$ cat src/rtl/counter_chain_if.sv
// counter_chain_if: control and status bundle for counter_chain; master drives ena/dir/clr/ld/ld_sel/ld_val, slave returns cnt/at_max/at_zero/wrap/ld_err
interface counter_chain_if #(
  parameter int NUM_STAGES = 6,
  parameter int SEL_W = 3
);
  logic ena;
  logic dir;
  logic clr;
  logic ld;
  logic [SEL_W-1:0] ld_sel;
  logic [3:0] ld_val;
  logic [4*NUM_STAGES-1:0] cnt;
  logic at_max;
  logic at_zero;
  logic wrap;
  logic ld_err;
  modport master (
    output ena, dir, clr, ld, ld_sel, ld_val,
    input cnt, at_max, at_zero, wrap, ld_err
  );
  modport slave (
    input ena, dir, clr, ld, ld_sel, ld_val,
    output cnt, at_max, at_zero, wrap, ld_err
  );
endinterface

$ cat src/rtl/counter_chain.sv
// counter_chain: cascaded per-stage modulo counters; ports clk, res (async high), bus.slave (ena/dir/clr/ld/ld_sel/ld_val in, cnt/at_max/at_zero/wrap/ld_err out)
module counter_chain #(
  parameter int NUM_STAGES = 6,
  parameter logic [31:0] MODS = 32'h00AA6A6A,
  parameter bit SATURATE = 1'b0,
  parameter int SEL_W = 3
) (
  input logic clk,
  input logic res,
  counter_chain_if.slave bus
);
  logic [4*NUM_STAGES-1:0] cnt_q, cnt_d, stp;
  logic wrap_q, wrap_d, ld_err_q, ld_err_d;
  logic [3:0] mx [NUM_STAGES];
  logic [NUM_STAGES-1:0] st_max, st_zero;
  logic run, ld_ok;
  for (genvar i = 0; i < NUM_STAGES; i++) begin : g_st
    // a zero modulus field means 16, and 0-1 wraps to 15 in four bits
    assign mx[i] = MODS[4*i+:4] - 4'd1;
    assign st_max[i] = cnt_q[4*i+:4] == mx[i];
    assign st_zero[i] = cnt_q[4*i+:4] == 4'd0;
  end
  always_comb begin
    stp = cnt_q;
    run = 1'b1;
    ld_ok = 1'b0;
    cnt_d = cnt_q;
    wrap_d = 1'b0;
    ld_err_d = 1'b0;
    // run is the ripple enable; after the last stage it flags the chain limit
    for (int k = 0; k < NUM_STAGES; k++) begin
      if (run)
        stp[4*k+:4] = bus.dir ? (st_zero[k] ? mx[k] : cnt_q[4*k+:4] - 4'd1)
                              : (st_max[k] ? 4'd0 : cnt_q[4*k+:4] + 4'd1);
      run = run & (bus.dir ? st_zero[k] : st_max[k]);
    end
    for (int k = 0; k < NUM_STAGES; k++)
      if (bus.ld_sel == SEL_W'(k) && bus.ld_val <= mx[k]) ld_ok = 1'b1;
    if (bus.clr) begin
      cnt_d = '0;
    end else if (bus.ld) begin
      ld_err_d = !ld_ok;
      for (int k = 0; k < NUM_STAGES; k++)
        if (ld_ok && bus.ld_sel == SEL_W'(k)) cnt_d[4*k+:4] = bus.ld_val;
    end else if (bus.ena) begin
      wrap_d = run;
      cnt_d = (SATURATE && run) ? cnt_q : stp;
    end
  end
  always_ff @(posedge clk or posedge res) begin
    if (res) begin
      cnt_q <= '0;
      wrap_q <= 1'b0;
      ld_err_q <= 1'b0;
    end else begin
      cnt_q <= cnt_d;
      wrap_q <= wrap_d;
      ld_err_q <= ld_err_d;
    end
  end
  assign bus.cnt = cnt_q;
  assign bus.at_max = &st_max;
  assign bus.at_zero = &st_zero;
  assign bus.wrap = wrap_q;
  assign bus.ld_err = ld_err_q;
endmodule
$ cat src/flat_wrapper.sv
// flat-port wrapper written by rule: the top's interface ports become plain ports
module counter_chain_flat 
#(
  parameter int NUM_STAGES = 6,
  parameter logic [31:0] MODS = 32'h00AA6A6A,
  parameter bit SATURATE = 1'b0,
  parameter int SEL_W = 3
)
  (clk, res, bus_ena, bus_dir, bus_clr, bus_ld, bus_ld_sel, bus_ld_val, bus_cnt, bus_at_max, bus_at_zero, bus_wrap, bus_ld_err);
  counter_chain_if #(.NUM_STAGES(NUM_STAGES), .SEL_W(SEL_W)) bus_i ();
  input logic clk;
  input logic res;
  input wire logic [$bits(bus_i.ena)-1:0] bus_ena;
  input wire logic [$bits(bus_i.dir)-1:0] bus_dir;
  input wire logic [$bits(bus_i.clr)-1:0] bus_clr;
  input wire logic [$bits(bus_i.ld)-1:0] bus_ld;
  input wire logic [$bits(bus_i.ld_sel)-1:0] bus_ld_sel;
  input wire logic [$bits(bus_i.ld_val)-1:0] bus_ld_val;
  output wire logic [$bits(bus_i.cnt)-1:0] bus_cnt;
  output wire logic [$bits(bus_i.at_max)-1:0] bus_at_max;
  output wire logic [$bits(bus_i.at_zero)-1:0] bus_at_zero;
  output wire logic [$bits(bus_i.wrap)-1:0] bus_wrap;
  output wire logic [$bits(bus_i.ld_err)-1:0] bus_ld_err;
  assign bus_i.ena = bus_ena;
  assign bus_i.dir = bus_dir;
  assign bus_i.clr = bus_clr;
  assign bus_i.ld = bus_ld;
  assign bus_i.ld_sel = bus_ld_sel;
  assign bus_i.ld_val = bus_ld_val;
  assign bus_cnt = bus_i.cnt;
  assign bus_at_max = bus_i.at_max;
  assign bus_at_zero = bus_i.at_zero;
  assign bus_wrap = bus_i.wrap;
  assign bus_ld_err = bus_i.ld_err;
  counter_chain #(.NUM_STAGES(NUM_STAGES), .MODS(MODS), .SATURATE(SATURATE), .SEL_W(SEL_W)) u_core (.clk(clk), .res(res), .bus(bus_i));
endmodule
$ cat config.mk
export PLATFORM = sky130hd
export DESIGN_NAME = counter_chain_flat
export DESIGN_NICKNAME = d
export VERILOG_FILES = /design/src/rtl/counter_chain_if.sv /design/src/rtl/counter_chain.sv /design/src/flat_wrapper.sv
export SDC_FILE = /design/constraint.sdc
export NUM_CORES = 1
export LEC_CHECK = 0
export CAP_MARGIN = 15
export CORE_ASPECT_RATIO = 2
export CORE_MARGIN = 2
export CORE_UTILIZATION = 55
export CTS_CLUSTER_SIZE = 14
export DETAILED_ROUTE_END_ITERATION = 8
export HOLD_SLACK_MARGIN = 0.05
export MAX_ROUTING_LAYER = met4
export PLACE_DENSITY = 0.9
export SKIP_LAST_GASP = 1
export SYNTH_ARGS = -nofsm -noshare
export SYNTH_HDL_FRONTEND = slang
export SYNTH_SLANG_ARGS = --single-unit
$ cat constraint.sdc
create_clock -name clk -period 3.15 [get_ports clk]
set_clock_uncertainty 0.1 [all_clocks]
set_input_delay 0.315 -clock clk [delete_from_list [all_inputs] [get_ports clk]]
set_output_delay 0.315 -clock clk [all_outputs]
set_load 0.05 [all_outputs]
==> summary.txt, run 1 <==
pwr/cell area: 462 nW/µm²
Worst-Skew Late Latency: 280 ps
Clock transition at path regs: 100 ps
Layout fillers: 374
Avg Cell Area, Syn: 8.06 µm²
status: finished, final reports clean
cts hold-fix bufs: 0
core area: 4600 µm²
Leak: 1.29 nW
initial antenna violation count: 0
Slew HR: 0.520
Core Util, Final: 0.687
grt ovf: 0
total track usage: 0.318
CP endpoint kind: primary output
Initial Utilization: 0.572
setup ws final: 197 ps
setup TNS: 0 ps
post-place setup slack: 391 ps
routed vias/inst: 6.69
H-tree depth: 1
VDD IR max: 0.000379 V
RSZ-0062 raised after global routing: false
largest net degree at the start of global routing: 46
I/O pin count: 41
number of flops mapped to enable cells by yosys: 0
Post-CTS Setup Bufs: 0
largest cells by area after synthesis: dfrtp_1 (25%), ha_1 (7.6%), mux2_2 (6.4%), a21oi_1 (4.8%), o21ai_0 (4.0%)
met2 Use GR: 0.533
via count: 2750
met3 usage in global routing: 0.0280
Final Slew Violations: 0
layout cells sized above 1: 0.110
Worst Tran Pin Value: 720 ps
Buffers on Ports: 40
height of the die: 102 µm
DR WL/cell: 18.5 µm
CTS root buffer: clkbuf_8
Hold WC Path Type: input port to async pin
syn_nets: 355
TritonCTS clock tree: yes
Post-synth ARST share: 1.00
Synth top area share: 0.248
total wire length: 7.60 mm
drt first pass iters: 5
Worst Path Required: 2730 ps
Final HPWL DP: 5.67 mm
n_diodes: 0
DR DRC count: 0
count of final hold-check violations: 0
Syn. warnings: 0
die width: 52.9 µm
r2r startpoint: u_core.bus.cnt[8]$_DFFE_PP0P_
DIE AREA: 5380 µm²
MaxCap Viol Count: 0
Layout Cells excl Fill: 411
Antenna Nets Post-Route: 0
part of the cycle the worst path needs: 0.938
busiest layer in global routing: met2
Clock Path Buffers: 2
ys flop type: dfrtp_1
Synth area leader: dfrtp_1
worst-path cell chain: inv_1 -> ha_1 -> nor2b_1 -> nand4_1 -> nor4_2 -> clkdlybuf4s50_1
initial drt markers: 100
crit path time final: 2950 ps
critical path peak fanout: 6
critical path arrival: 2540 ps
CTS Buf Count: 3
grt met1 use: 0.352
sequential share of the synthesized area: 0.248
routability cong.: 0.908
Clock Sinks: 26
cts repair resizes: 0
CP peak stage delay: 850 ps
first-pass GRT wire length: 12.5 mm
distinct cell type count after synthesis: 62
setup violators final: 0
Synth-to-Final Area Change: 20.1%
Placed Instances: 407
vias in the first global route: 2724
post-synthesis register bit count: 26
synthesized cell area: 2630 µm²
CP startpoint kind: register
CP startpoint: u_core.bus.cnt[13]$_DFFE_PP0P_
Fmax: 0.339 GHz
Worst Path Class, Setup: register to primary output
nets@finish: 387
num rows: 35
CP max stage cell: clkdlybuf4s50_1
Cells after Synth: 326
==> cell usage in the layout (no fill, tap or decap), drive strengths merged, types with 6 or more instances in the layout <==
cell           count
ha                16
nor3               9
mux2              15
nand2             25
inv               21
clkdlybuf4s50     39
nor2              22
mux2i              6
dfrtp             26
o21ai             22
buf                9
nand3              6
a31oi              6
nand3b             7
a211oi             6
a21oi             25
o31ai              6
==> Yosys cell counts (3+ instances only) <==
| master | n |
|---|---|
| o31ai_1 | 6 |
| o21a_1 | 4 |
| a31oi_1 | 6 |
| o31a_1 | 3 |
| o21bai_1 | 4 |
| nand3_1 | 6 |
| ha_1 | 16 |
| nor2_1 | 22 |
| mux2_2 | 15 |
| a21oi_1 | 25 |
| nor2b_1 | 4 |
| nor3b_1 | 3 |
| nor4_1 | 4 |
| mux2i_1 | 6 |
| nand2b_1 | 5 |
| o211ai_1 | 3 |
| dfrtp_1 | 26 |
| inv_1 | 21 |
| nand4_1 | 4 |
| o21ai_0 | 21 |
| nand2_1 | 25 |
| clkbuf_1 | 17 |
| a211oi_1 | 6 |
| nand3b_1 | 7 |
| nor4bb_1 | 4 |
| a31o_2 | 3 |
| a2111oi_0 | 3 |
| nor3_1 | 9 |
==> where the power goes <==
group / total [mW] / internal (mW) / switching, mW / leakage [nW]
clock network: 0.204 / 0.0863 / 0.118 / 0.0216
logic: 0.776 / 0.309 / 0.467 / 0.930
registers: 0.479 / 0.379 / 0.0999 / 0.338
total: 1.46 / 0.774 / 0.685 / 1.29
==> flip-flops by register name (all words and copies together) (netlist names) <==
name,count
u_core.bus.wrap,1
u_core.bus.cnt,24
u_core.bus.ld_err,1
==> critical path, delay by kind of cell, from the launching register on <==
family,cells,cell delay [ps]
buf+inv,2,950
flops,1,450
simple gates,3,690
fa+ha+maj,1,180
==> path summary, 6_finish.rpt <==
check / endpoint / slack (ps) / depth (start not counted)
worst max-delay path: bus_at_max / 200 / 6
worst min-delay path: u_core.bus.cnt[8]$_DFFE_PP0P_ / 200 / 2
worst max register to register: u_core.bus.cnt[17]$_DFFE_PP0P_ / 560 / 7
worst min register to register: u_core.bus.cnt[13]$_DFFE_PP0P_ / 540 / 1
max in group asynchronous: u_core.bus.cnt[20]$_DFFE_PP0P_ / 2300 / 3
min in group clk: u_core.bus.cnt[13]$_DFFE_PP0P_ / 540 / 1
==> through the flow <==
step                instance area, µm²  power, mW  hold WS [ps]
floorplan                         2640       1.01           255
global placement                  3090       1.22           507
global route                      3160       1.54           230
finish                            3160       1.46           201
CTS                               3130       1.44           542
detailed placement                3090       1.25           522
==> cell families after synthesis <==
| kind of cell | share of synthesized area |
|---|---|
| muxes | 0.0957 |
| adders and majority gates | 0.0762 |
| and+or+nand+nor | 0.248 |
| xor gates and xnor gates | 0.0133 |
| DFF | 0.247 |
| AOI/OAI and AO/OA | 0.257 |
| buffers and inverters | 0.0624 |
==> cell type report <==
| type | instances | area (µm²) | share of cell area |
|---|---|---|---|
| clock buffers | 3 | 41.3 | 0.0131 |
| inverters | 21 | 78.8 | 0.0250 |
| multi-input cells | 258 | 1830 | 0.579 |
| flip-flops and latches | 26 | 651 | 0.206 |
| well taps | 55 | 68.8 | 0.0218 |
| repair buffers | 48 | 490 | 0.155 |
==> metal layers <==
metal  vias up  share of wire
li1       1278              -
met1      1293           0.35
met2       146           0.54
met3        33          0.066
met4         0          0.047
met5         -              0
Power figures use the tool's default switching activity.
==> inputs of run 2 (changes only) <==
Settings changed: MAX_ROUTING_LAYER met4 to unset.
==> summary.txt, run 2 (synthesis gave the netlist of run 1 again) <==
switching power: 0.681 mW
combinational share of power: 0.534
Antenna Nets Post-Route: 0
CP peak stage delay: 850 ps
layout cells sized above 1: 0.110
Post-CTS Setup Bufs: 0
total track usage: 0.310
reg2reg path depth: 7
Initial Utilization: 0.572
cts hold-fix bufs: 0
n_diodes: 0
CTS root buffer: clkbuf_8
Clock Sinks: 26
Worst Path Required: 2730 ps
height of the die: 102 µm
drt first pass iters: 5
Sw Share: 0.468
WP buf/inv: 2
Worst Tran Pin Value: 702 ps
post-route cell area: 3160 µm²
initial antenna violation count: 0
CP startpoint kind: register
Slew HR: 0.531
Final HPWL DP: 5.67 mm
Fmax: 0.340 GHz
TritonCTS clock tree: yes
DP Area: 3090 µm²
Synth-to-Final Area Change: 20.1%
Leak: 1.29 nW
first-pass GRT wire length: 12.5 mm
CTS Buf Count: 3
register area: 651 µm²
r2r startpoint: u_core.bus.cnt[8]$_DFFE_PP0P_
nets@finish: 387
num rows: 35
largest net degree at the start of global routing: 46
routed length on met1: 2.64 mm
critical path peak fanout: 6
Clock Power Share: 0.138
Buffers on Ports: 40
count of final hold-check violations: 0
initial drt markers: 110
Worst-Skew Late Latency: 280 ps
most common cell after layout, fill and taps aside: clkdlybuf4s50_1
vias in the first global route: 2729
Clock transition at path regs: 100 ps
area of the multi-input gates: 1830 µm²
grt ovf: 0
Seq pwr share: 0.329
worst-path cell chain: inv_1 -> ha_1 -> nor2b_1 -> nand4_1 -> nor4_2 -> clkdlybuf4s50_1
Crit path max-delay family: buffers and inverters
RSZ-0062 raised after global routing: false
Int Pwr: 0.774 mW
top layer in use: met4
pwr/cell area: 461 nW/µm²
total wire length: 7.57 mm
status: finished, final reports clean
core area: 4600 µm²
CP max stage cell: clkdlybuf4s50_1
commonest cells after routing, fill and taps aside: clkdlybuf4s50_1 (39), dfrtp_1 (26), a21oi_1 (25), nand2_1 (25), nor2_1 (22)
setup violators final: 0
Final Slew Violations: 0
Worst Path Class, Setup: register to primary output
die width: 52.9 µm
DR WL/cell: 18.4 µm
routed vias/inst: 6.69
cell depth of the worst setup path: 6
part of the cycle the worst path needs: 0.933
Hold WC Path Type: input port to async pin
MaxCap Viol Count: 0
Largest register FFs: 24
DIE AREA: 5380 µm²
routability cong.: 0.893
WL met2: 4.09 mm
DR DRC count: 0
H-tree depth: 1
critical path arrival: 2520 ps
Layout fillers: 374
DR WL met3: 444 µm
via count: 2750
cts repair resizes: 0
VDD IR max: 0.000380 V
setup TNS: 0 ps
CP endpoint kind: primary output
I/O pin count: 41
Clock Path Buffers: 2
crit path time final: 2940 ps
CP startpoint: u_core.bus.cnt[13]$_DFFE_PP0P_
-- run 2: cell counts in the layout (fill, tap and decap cells not counted) --
No cell type changed its count.
-- run 2: through the flow --
stage | util | setup slack, ps | hold WS [ps] | cells | total power, mW
finish | 0.687 | 212 | 207 | 411 | 1.45
CTS | 0.681 | 238 | 542 | 410 | 1.44
global placement | 0.672 | 495 | 507 | 407 | 1.22
global route | 0.687 | 57.0 | 230 | 411 | 1.54
floorplan | - | 318 | 255 | 326 | 1.01
detailed placement | 0.672 | 391 | 522 | 407 | 1.25
-- run 2: final timing paths --
path | slack [ps] | endpoint
setup reg to reg | 560 | u_core.bus.cnt[17]$_DFFE_PP0P_
max in group asynchronous | 2300 | u_core.bus.cnt[23]$_DFFE_PP0P_
hold reg to reg | 540 | u_core.bus.cnt[13]$_DFFE_PP0P_
min in group clk | 540 | u_core.bus.cnt[13]$_DFFE_PP0P_
hold / removal | 210 | u_core.bus.cnt[8]$_DFFE_PP0P_
setup / recovery | 210 | bus_at_max
-- run 2: power by group through the flow --
stage                     combinational (mW)  clock, mW  sequential, mW
after floorplan                        0.410          0           0.600
after global placement                 0.744          0           0.479
after detailed placement               0.763          0           0.482
after CTS                              0.767      0.199           0.475
after global routing                   0.838      0.210           0.490
final                                  0.776      0.200           0.478
-- run 2: cell type report --
cell class	instances	share of cell area
Multi-Input combinational cell	258	0.579
Sequential cell	26	0.206
Inverter	21	0.0250
Clock buffer	3	0.0131
Tap cell	55	0.0218
Timing Repair Buffer	48	0.155
-- run 2: routing by layer --
layer	vias up	global-route usage
met5	-	0
li1	1275	-
met3	31	0.0310
met1	1306	0.353
met4	0	0.189
met2	138	0.534
==> inputs of run 3 (changes only) <==
Settings changed: SLEW_MARGIN set to 20.
==> summary.txt, run 3 (synthesis gave the netlist of run 1 again) <==
Worst-Skew Late Latency: 280 ps
core area: 4600 µm²
Clock Power Share: 0.138
largest net degree at the start of global routing: 46
first-pass GRT wire length: 12.5 mm
H-tree depth: 1
die width: 52.9 µm
critical path arrival: 2530 ps
Post-CTS Setup Bufs: 0
pwr/cell area: 465 nW/µm²
n_diodes: 0
reg2reg path depth: 7
setup TNS: 0 ps
Synth-to-Final Area Change: 19.0%
Slew HR: 0.519
total wire length: 7.64 mm
initial drt markers: 127
routed vias/inst: 6.83
setup violators final: 0
r2r startpoint: u_core.bus.cnt[8]$_DFFE_PP0P_
Initial Utilization: 0.572
status: finished, final reports clean
Final HPWL DP: 5.67 mm
drt first pass iters: 5
I/O pin count: 41
TritonCTS clock tree: yes
CTS Buf Count: 3
Int Pwr: 0.770 mW
commonest cells after routing, fill and taps aside: clkdlybuf4s50_1 (39), dfrtp_1 (26), a21oi_1 (25), nand2_1 (25), nor2_1 (22)
CP Capture Point: bus_at_max
critical path peak fanout: 6
layout cells sized above 1: 0.110
CP startpoint kind: register
final hold slack: 321 ps
routability cong.: 0.893
count of final hold-check violations: 0
most common cell after layout, fill and taps aside: clkdlybuf4s50_1
DP Area: 3090 µm²
Sw Share: 0.470
Largest register FFs: 24
nets@finish: 386
combinational share of power: 0.533
VDD IR max: 0.000381 V
Clock transition at path regs: 100 ps
crit path time final: 2950 ps
CTS root buffer: clkbuf_8
CP max stage cell: clkdlybuf4s50_1
MaxCap Viol Count: 0
Worst Tran Pin Value: 722 ps
via count: 2799
CP peak stage delay: 850 ps
Clock Path Buffers: 2
setup ws final: 204 ps
Final Slew Violations: 0
Worst Path Required: 2730 ps
Worst Path Class, Setup: register to primary output
Register-to-Register Setup Slack: 580 ps
Leak: 1.28 nW
part of the cycle the worst path needs: 0.935
num rows: 35
worst-path cell chain: inv_1 -> ha_1 -> nor2b_1 -> nand4_1 -> nor4_2 -> clkdlybuf4s50_1
Hold WC Path Type: input port to async pin
DIE AREA: 5380 µm²
initial antenna violation count: 0
Buffers on Ports: 40
post-place setup slack: 391 ps
Core Util, Final: 0.681
total track usage: 0.310
Fmax: 0.339 GHz
vias in the first global route: 2729
height of the die: 102 µm
Clock Sinks: 26
CP endpoint kind: primary output
RSZ-0062 raised after global routing: false
Layout fillers: 374
Worst R2R End: u_core.bus.cnt[17]$_DFFE_PP0P_
DR WL/cell: 18.6 µm
Placed Instances: 407
cts hold-fix bufs: 0
switching power: 0.684 mW
cts repair resizes: 0
Antenna Nets Post-Route: 0
grt ovf: 0
total power: 1.45 mW
post-route cell area: 3130 µm²
Layout Cells excl Fill: 410
CP startpoint: u_core.bus.cnt[13]$_DFFE_PP0P_
Seq pwr share: 0.329
DR DRC count: 0
-- run 3: cell types whose count changed in the layout (fill, tap and decap cells not counted), sizes merged --
cell / before / now
buf: 9 / 8
-- run 3: worst min path at each step --
| stage | to | cells after the start |
|---|---|---|
| global route | u_core.bus.cnt[8]$_DFFE_PP0P_ | 2 |
| finish | u_core.bus.cnt[10]$_DFFE_PP0P_ | 2 |
| CTS | u_core.bus.cnt[13]$_DFFE_PP0P_ | 1 |
| floorplan | u_core.bus.cnt[0]$_DFFE_PP0P_ | 1 |
| global placement | u_core.bus.cnt[21]$_DFFE_PP0P_ | 1 |
| detailed placement | u_core.bus.cnt[13]$_DFFE_PP0P_ | 1 |
-- run 3: metal layers --
layer,GRT usage,vias to the layer above,share of wire
met3,0.0310,38,0.067
li1,-,1282,-
met4,0.189,0,0.049
met1,0.353,1317,0.35
met5,0,-,0
met2,0.534,162,0.53
-- run 3: cell type report --
type | instances | area, µm² | share of cell area
Inverter | 21 | 78.8 | 0.0252
Sequential cell | 26 | 651 | 0.208
Multi-Input combinational cell | 258 | 1830 | 0.584
Tap cell | 55 | 68.8 | 0.0220
Timing Repair Buffer | 47 | 463 | 0.148
Clock buffer | 3 | 41.3 | 0.0132
-- run 3: critical path: cells and delay by family (launching register included) --
kind,cells,cell delay [ps]
simple gates,3,680
buf+inv,2,950
fa+ha+maj,1,180
flops,1,450
-- run 3: power groups by stage --
| stage | Clock, mW | Combinational (mW) | Sequential [mW] |
|---|---|---|---|
| 6_report | 0.201 | 0.775 | 0.478 |
| 5_1_grt | 0.209 | 0.834 | 0.490 |
| 4_1_cts | 0.199 | 0.767 | 0.475 |
| 3_5_place_dp | 0 | 0.763 | 0.482 |
| 3_3_place_gp | 0 | 0.744 | 0.479 |
| 2_1_floorplan | 0 | 0.410 | 0.600 |
